[config.mk]
export PLATFORM = sky130hd
export DESIGN_NAME = seg7_scan_driver
export DESIGN_NICKNAME = d
export VERILOG_FILES = /design/src/rtl/seg7_pkg.sv /design/src/rtl/seg7_hex_decode.sv /design/src/rtl/seg7_scan_driver.sv
export SDC_FILE = /design/constraint.sdc
export NUM_CORES = 1
export LEC_CHECK = 0
export ABC_AREA = 1
export CORE_ASPECT_RATIO = 1.4
export CORE_MARGIN = 2
export CORE_UTILIZATION = 50
export DETAILED_ROUTE_END_ITERATION = 7
export PLACE_DENSITY = 0.71
export SETUP_SLACK_MARGIN = 0.5
export SLEW_MARGIN = 10
export SYNTH_ARGS = -nofsm -noshare
export SYNTH_HDL_FRONTEND = slang
export SYNTH_SLANG_ARGS = --single-unit
[constraint.sdc]
create_clock -name clk -period 3.3 [get_ports clk]
set_input_delay 0.495 -clock clk [delete_from_list [all_inputs] [get_ports clk]]
set_output_delay 0.495 -clock clk [all_outputs]
set_load 0.02 [all_outputs]
[src/rtl/seg7_pkg.sv]
// Shared constants for the 4-digit common-anode 7-segment scan driver:
// the hex-to-segment table (active-low, g..a), blank patterns and the digit-index type.
package seg7_pkg;

    localparam logic [6:0] SEG_OFF = 7'h7F;
    localparam logic [3:0] DIG_OFF = 4'hF;

    typedef logic [1:0] dig_idx_t;

    localparam logic [6:0] HEX_SEG [0:15] = '{
        7'h40, 7'h79, 7'h24, 7'h30, 7'h19, 7'h12, 7'h02, 7'h78,
        7'h00, 7'h10, 7'h08, 7'h03, 7'h46, 7'h21, 7'h06, 7'h0E
    };

    // Active-low digit enable: only the selected digit's bit is 0.
    function automatic logic [3:0] one_cold(input dig_idx_t idx);
        logic [3:0] r;
        r = DIG_OFF;
        r[idx] = 1'b0;
        return r;
    endfunction

endpackage

[src/rtl/seg7_hex_decode.sv]
// Combinational hex nibble to active-low g..a segment pattern.
module seg7_hex_decode
    import seg7_pkg::*;
(
    input  logic [3:0] nibble_i,
    output logic [6:0] seg_o
);

    assign seg_o = HEX_SEG[nibble_i];

endmodule

[src/rtl/seg7_scan_driver.sv]
// Time-multiplexed 4-digit hex display driver with frame-boundary double buffering.
// Optional build macro SEG7_LZ_BLANK_EN blanks leading zero digits of the displayed value.
module seg7_scan_driver
    import seg7_pkg::*;
#(
    parameter int unsigned SCAN_DIV     = 50000,
    parameter int unsigned BLANK_CYCLES = 16
) (
    input  logic        clk,
    input  logic        rst,
    input  logic [15:0] iDATA,
    input  logic        iVALID,
    output logic [6:0]  oSEG,
    output logic [3:0]  oDIG,
    output logic        oFRAME
);

    localparam int CW = (SCAN_DIV > 2) ? $clog2(SCAN_DIV) : 1;

    logic [CW-1:0] cnt_q;
    dig_idx_t      idx_q;
    logic [15:0]   shadow_q;
    logic [15:0]   active_q;
    logic          pending_q;
    logic [6:0]    seg_q;
    logic [3:0]    dig_q;
    logic          frame_q;

    logic          tick;
    logic          wrap;
    logic          blank;
    logic [3:0]    nibble;
    logic [6:0]    hex_seg;
    logic [6:0]    seg_d;
    logic [3:0]    dig_d;

    assign tick = (cnt_q == CW'(SCAN_DIV - 1));
    assign wrap = tick && (idx_q == 2'd3);

    generate
        if (BLANK_CYCLES == 0) begin : g_no_blank
            assign blank = 1'b0;
        end else begin : g_blank
            assign blank = (cnt_q < CW'(BLANK_CYCLES));
        end
    endgenerate

    always_comb begin
        nibble = active_q[3:0];
        case (idx_q)
            2'd0: nibble = active_q[3:0];
            2'd1: nibble = active_q[7:4];
            2'd2: nibble = active_q[11:8];
            2'd3: nibble = active_q[15:12];
            default: nibble = active_q[3:0];
        endcase
    end

    seg7_hex_decode u_decode (
        .nibble_i (nibble),
        .seg_o    (hex_seg)
    );

`ifdef SEG7_LZ_BLANK_EN
    // A digit is blank when it and every digit to its left are zero; digit 0 always shows.
    logic [3:0] lz_blank;
    assign lz_blank = {(active_q[15:12] == 4'd0),
                       (active_q[15:8]  == 8'd0),
                       (active_q[15:4]  == 12'd0),
                       1'b0};
    assign seg_d = lz_blank[idx_q] ? SEG_OFF : hex_seg;
`else
    assign seg_d = hex_seg;
`endif

    assign dig_d = blank ? DIG_OFF : one_cold(idx_q);

    always_ff @(posedge clk) begin
        if (rst) begin
            cnt_q     <= '0;
            idx_q     <= '0;
            shadow_q  <= '0;
            active_q  <= '0;
            pending_q <= 1'b0;
            seg_q     <= SEG_OFF;
            dig_q     <= DIG_OFF;
            frame_q   <= 1'b0;
        end else begin
            cnt_q <= tick ? '0 : cnt_q + CW'(1);
            if (tick) begin
                idx_q <= idx_q + 2'd1;
            end
            if (iVALID) begin
                shadow_q <= iDATA;
            end
            // Commit uses the pre-edge shadow; a same-cycle write stays pending for the next wrap.
            if (wrap && pending_q) begin
                active_q <= shadow_q;
            end
            if (iVALID) begin
                pending_q <= 1'b1;
            end else if (wrap) begin
                pending_q <= 1'b0;
            end
            seg_q   <= seg_d;
            dig_q   <= dig_d;
            frame_q <= wrap;
        end
    end

    assign oSEG   = seg_q;
    assign oDIG   = dig_q;
    assign oFRAME = frame_q;

endmodule
==> impl_metrics.py <==
metrics = {
    "run_status": {
        "status": "complete, no violations",
    },
    "yosys": {
        "synth-simple-area-share_pct": 35.82,
        "ys_seq_area_share_pct": 42.73,
        "synth_cells": 402,
        "ys_types": 35,
        "synth_top_family_by_area": "simple AND/OR/NAND/NOR gates",
        "synth.area.mux_share_pct": 0,
        "synth_compound_area_share_pct": 7.842,
        "syn_nets": 433,
        "ys_warn_count": 0,
        "yosys.area_share.xor_xnor_pct": 1.187,
        "netlist_area_um2": 2952,
        "synth_adder_area_share_pct": 5.087,
        "ys_ff_latch": 63,
        "syn_avg_cell_area_um2": 7.342,
    },
    "pwr": {
        "irDropWorstVdd_uv": 353.2,
        "p_per_area_nw_per_um2": 431.0,
        "cellLeakagePower_uw": 0.001531,
    },
    "detailed_routing": {
        "viasPerCell": 4.871,
        "wl_um": 5682,
        "wire_per_inst_um": 11.14,
        "ant_nets": 0,
        "drc": 0,
        "first_pass_iters": 4,
        "route.vias.total": 2484,
        "drt_iter0_drc": 123,
    },
    "clock_tree": {
        "cts_hold_buffers": 0,
        "clk_latency_ps": 350,
        "ctsResizeCount": 0,
        "cts_tree": "done",
        "clkTransAtPathRegs_ps": 70,
        "htreeDepth": 3,
        "cts_inserted_buffers": 9,
        "cts_buffer_depth": 2,
        "cts_root_buffer": "clkbuf_8",
        "clock_sinks": 63,
        "cts_setup_buffers": 0,
    },
    "global_route": {
        "grt_pass1_wl_um": 9832,
        "antenna_found_initial": 0,
        "gr-usage-all-layers_pct": 20.19,
        "grt_overflow": 0,
        "grt_start_max_net_pins": 22,
        "grt_pass1_vias": 2262,
    },
    "placed_design": {
        "gp_congestion": 0.8466,
        "io_buffers": 30,
        "dpl_cell_area_um2": 3288,
        "hpwl_um": 4161,
    },
    "finish": {
        "finalInstanceArea_um2": 3482,
        "antenna_cells": 0,
        "mostFrequentLayoutCell": "nand2_1",
        "drive_gt1_share_pct": 11.36,
        "fin_util_pct": 60.24,
        "fillCellCount": 560,
        "layout_common_cells": "nand2_1 (82), nor2_1 (80), dfxtp_1 (63)",
        "final_nets": 466,
        "area_growth_pct": 17.97,
    },
    "floorplan": {
        "die_y_um": 94.91,
        "row_count": 33,
        "dieArea_um2": 6543,
        "die_w_um": 68.94,
        "placeableCoreArea_um2": 5781,
        "boundaryPins": 31,
        "initial_utilization_pct": 51.06,
    },
    "timing": {
        "slew_violations": 0,
        "setup_viol": 0,
        "hold_ws_ps": 452.7,
        "finalHoldViolations": 0,
        "fin_skew_ps": 10.82,
        "worstMarginPinSlew_ps": 548.8,
        "fmax_mhz": 449.0,
        "setup_tns_ps": 0,
        "relSlewSlack_pct": 63.38,
        "finalCritPeriodShare_pct": 67.49,
        "fin_crit_ps": 2227,
        "rsz0062_at_grt": "false",
    },
    "critical_path": {
        "crit_type": "register to register",
        "worstPathCellList": "inv_1 -> ha_1 -> inv_1 -> nand2_1 -> o22ai_1 -> inv_1 -> ha_1 -> nand3_1 -> nand2_1 -> nand2_1 -> nand3_1",
        "critPathArrivalTime_ps": 2450,
        "cp.buffers_inverters": 3,
        "crit_cells": 11,
        "path_delay_family": "adder cells",
        "cpMaxStageDelayCell": "o22ai_1",
        "reg2regPathDepth": 11,
        "start_kind": "register",
        "cp-end-kind": "register",
        "crit_fanout": 6,
        "critPathMaxStageDelay_ps": 420,
        "cp.required_ps": 3520,
    },
    "run": {
        "drv_cap": 0,
    },
    "worst_hold_path": {
        "hold_class": "register to register",
        "whs_path_depth": 1,
    },
}
## state kept, by name (all words and copies together), names as in the netlist
register,flops
active_q,16
cnt_q,16
idx_q,2
oDIG,4
oFRAME,1
oSEG,7
pending_q,1
shadow_q,16
## synthesized netlist by cell type (all sizes together)
cell type | n | area share (%)
nand2 | 86 | 11
o211ai | 1 | 0.25
inv | 41 | 5.2
or2 | 3 | 0.64
o21ai | 24 | 4.2
o21bai | 2 | 0.64
xor2 | 4 | 1.2
clkbuf | 3 | 0.38
nand4 | 7 | 2.5
nand3 | 28 | 4.9
a21oi | 13 | 2.3
o22ai | 1 | 0.21
a31oi | 1 | 0.21
dfxtp | 63 | 43
nor3b | 1 | 0.25
clkinv | 1 | 0.13
ha | 12 | 5.1
nor2 | 96 | 14
nor3 | 8 | 1.7
nand3b | 1 | 0.25
buf | 6 | 1.6
## per-layer routing
metal / wire length (um) / track usage (%) / up-vias / part of all wire, %
li1: - / - / 1335 / -
met1: 2499 / 23.79 / 1098 / 44
met2: 2845 / 32.37 / 40 / 50
met3: 187 / 5.364 / 11 / 3.3
met4: 149 / 11.44 / 0 / 2.6
met5: 0 / 0 / - / 0
## where the power goes
part           internal, uW  total [uW]  leakage (uW)  switching [uW]
Sequential              782         794      0.000515            11.8
Combinational          37.7        75.2      0.000911            37.5
Clock                   350         632      0.000105             281
## layout make-up
class                           instances  area [um2]  area share [%]
Multi-Input combinational cell        288        1474           42.33
Sequential cell                        63        1261           36.22
Timing Repair Buffer                   31       307.8           8.839
Clock buffer                           13       178.9           5.138
Inverter                               42       157.7           4.527
Tap cell                               70       87.58           2.515
Clock inverter                          3       15.01          0.4312
## worst paths after layout
kind | from | to | slack [ps]
worst min-delay path | cnt_q[0] | cnt_q[0] | 450
worst min register to register | cnt_q[0] | cnt_q[0] | 450
worst max register to register | idx_q[0] | oSEG[5] | 1070
worst max-delay path | idx_q[0] | oSEG[5] | 1070
## worst register-to-register path, delay by kind of cell (launching register included)
| family | cells | cell delay [ps] |
|---|---|---|
| fa+ha+maj | 2 | 500 |
| buf+inv | 3 | 420 |
| compound gates | 1 | 420 |
| simple gates | 5 | 390 |
| flops | 1 | 370 |
## through the flow
stage,setup slack (ps),std cells,power [uW]
final,1073,510,1501
after global routing,800.8,510,1566
after floorplan,1430,402,848.3
after global placement,1046,494,884.6
after CTS,1093,510,1515
after detailed placement,1019,494,886.3
## logic make-up (layout without fill, tap and decap cells)
kind of cell / count (synthesis) / count (layout)
AND/OR/NAND/NOR: 230 / 230
buffers and inverters: 51 / 89
flip-flops: 63 / 63
AO/OA/AOI/OAI: 42 / 42
XOR/XNOR: 4 / 4
adder cells (fa/ha/maj): 12 / 12
(Power assumes the default switching activity.)
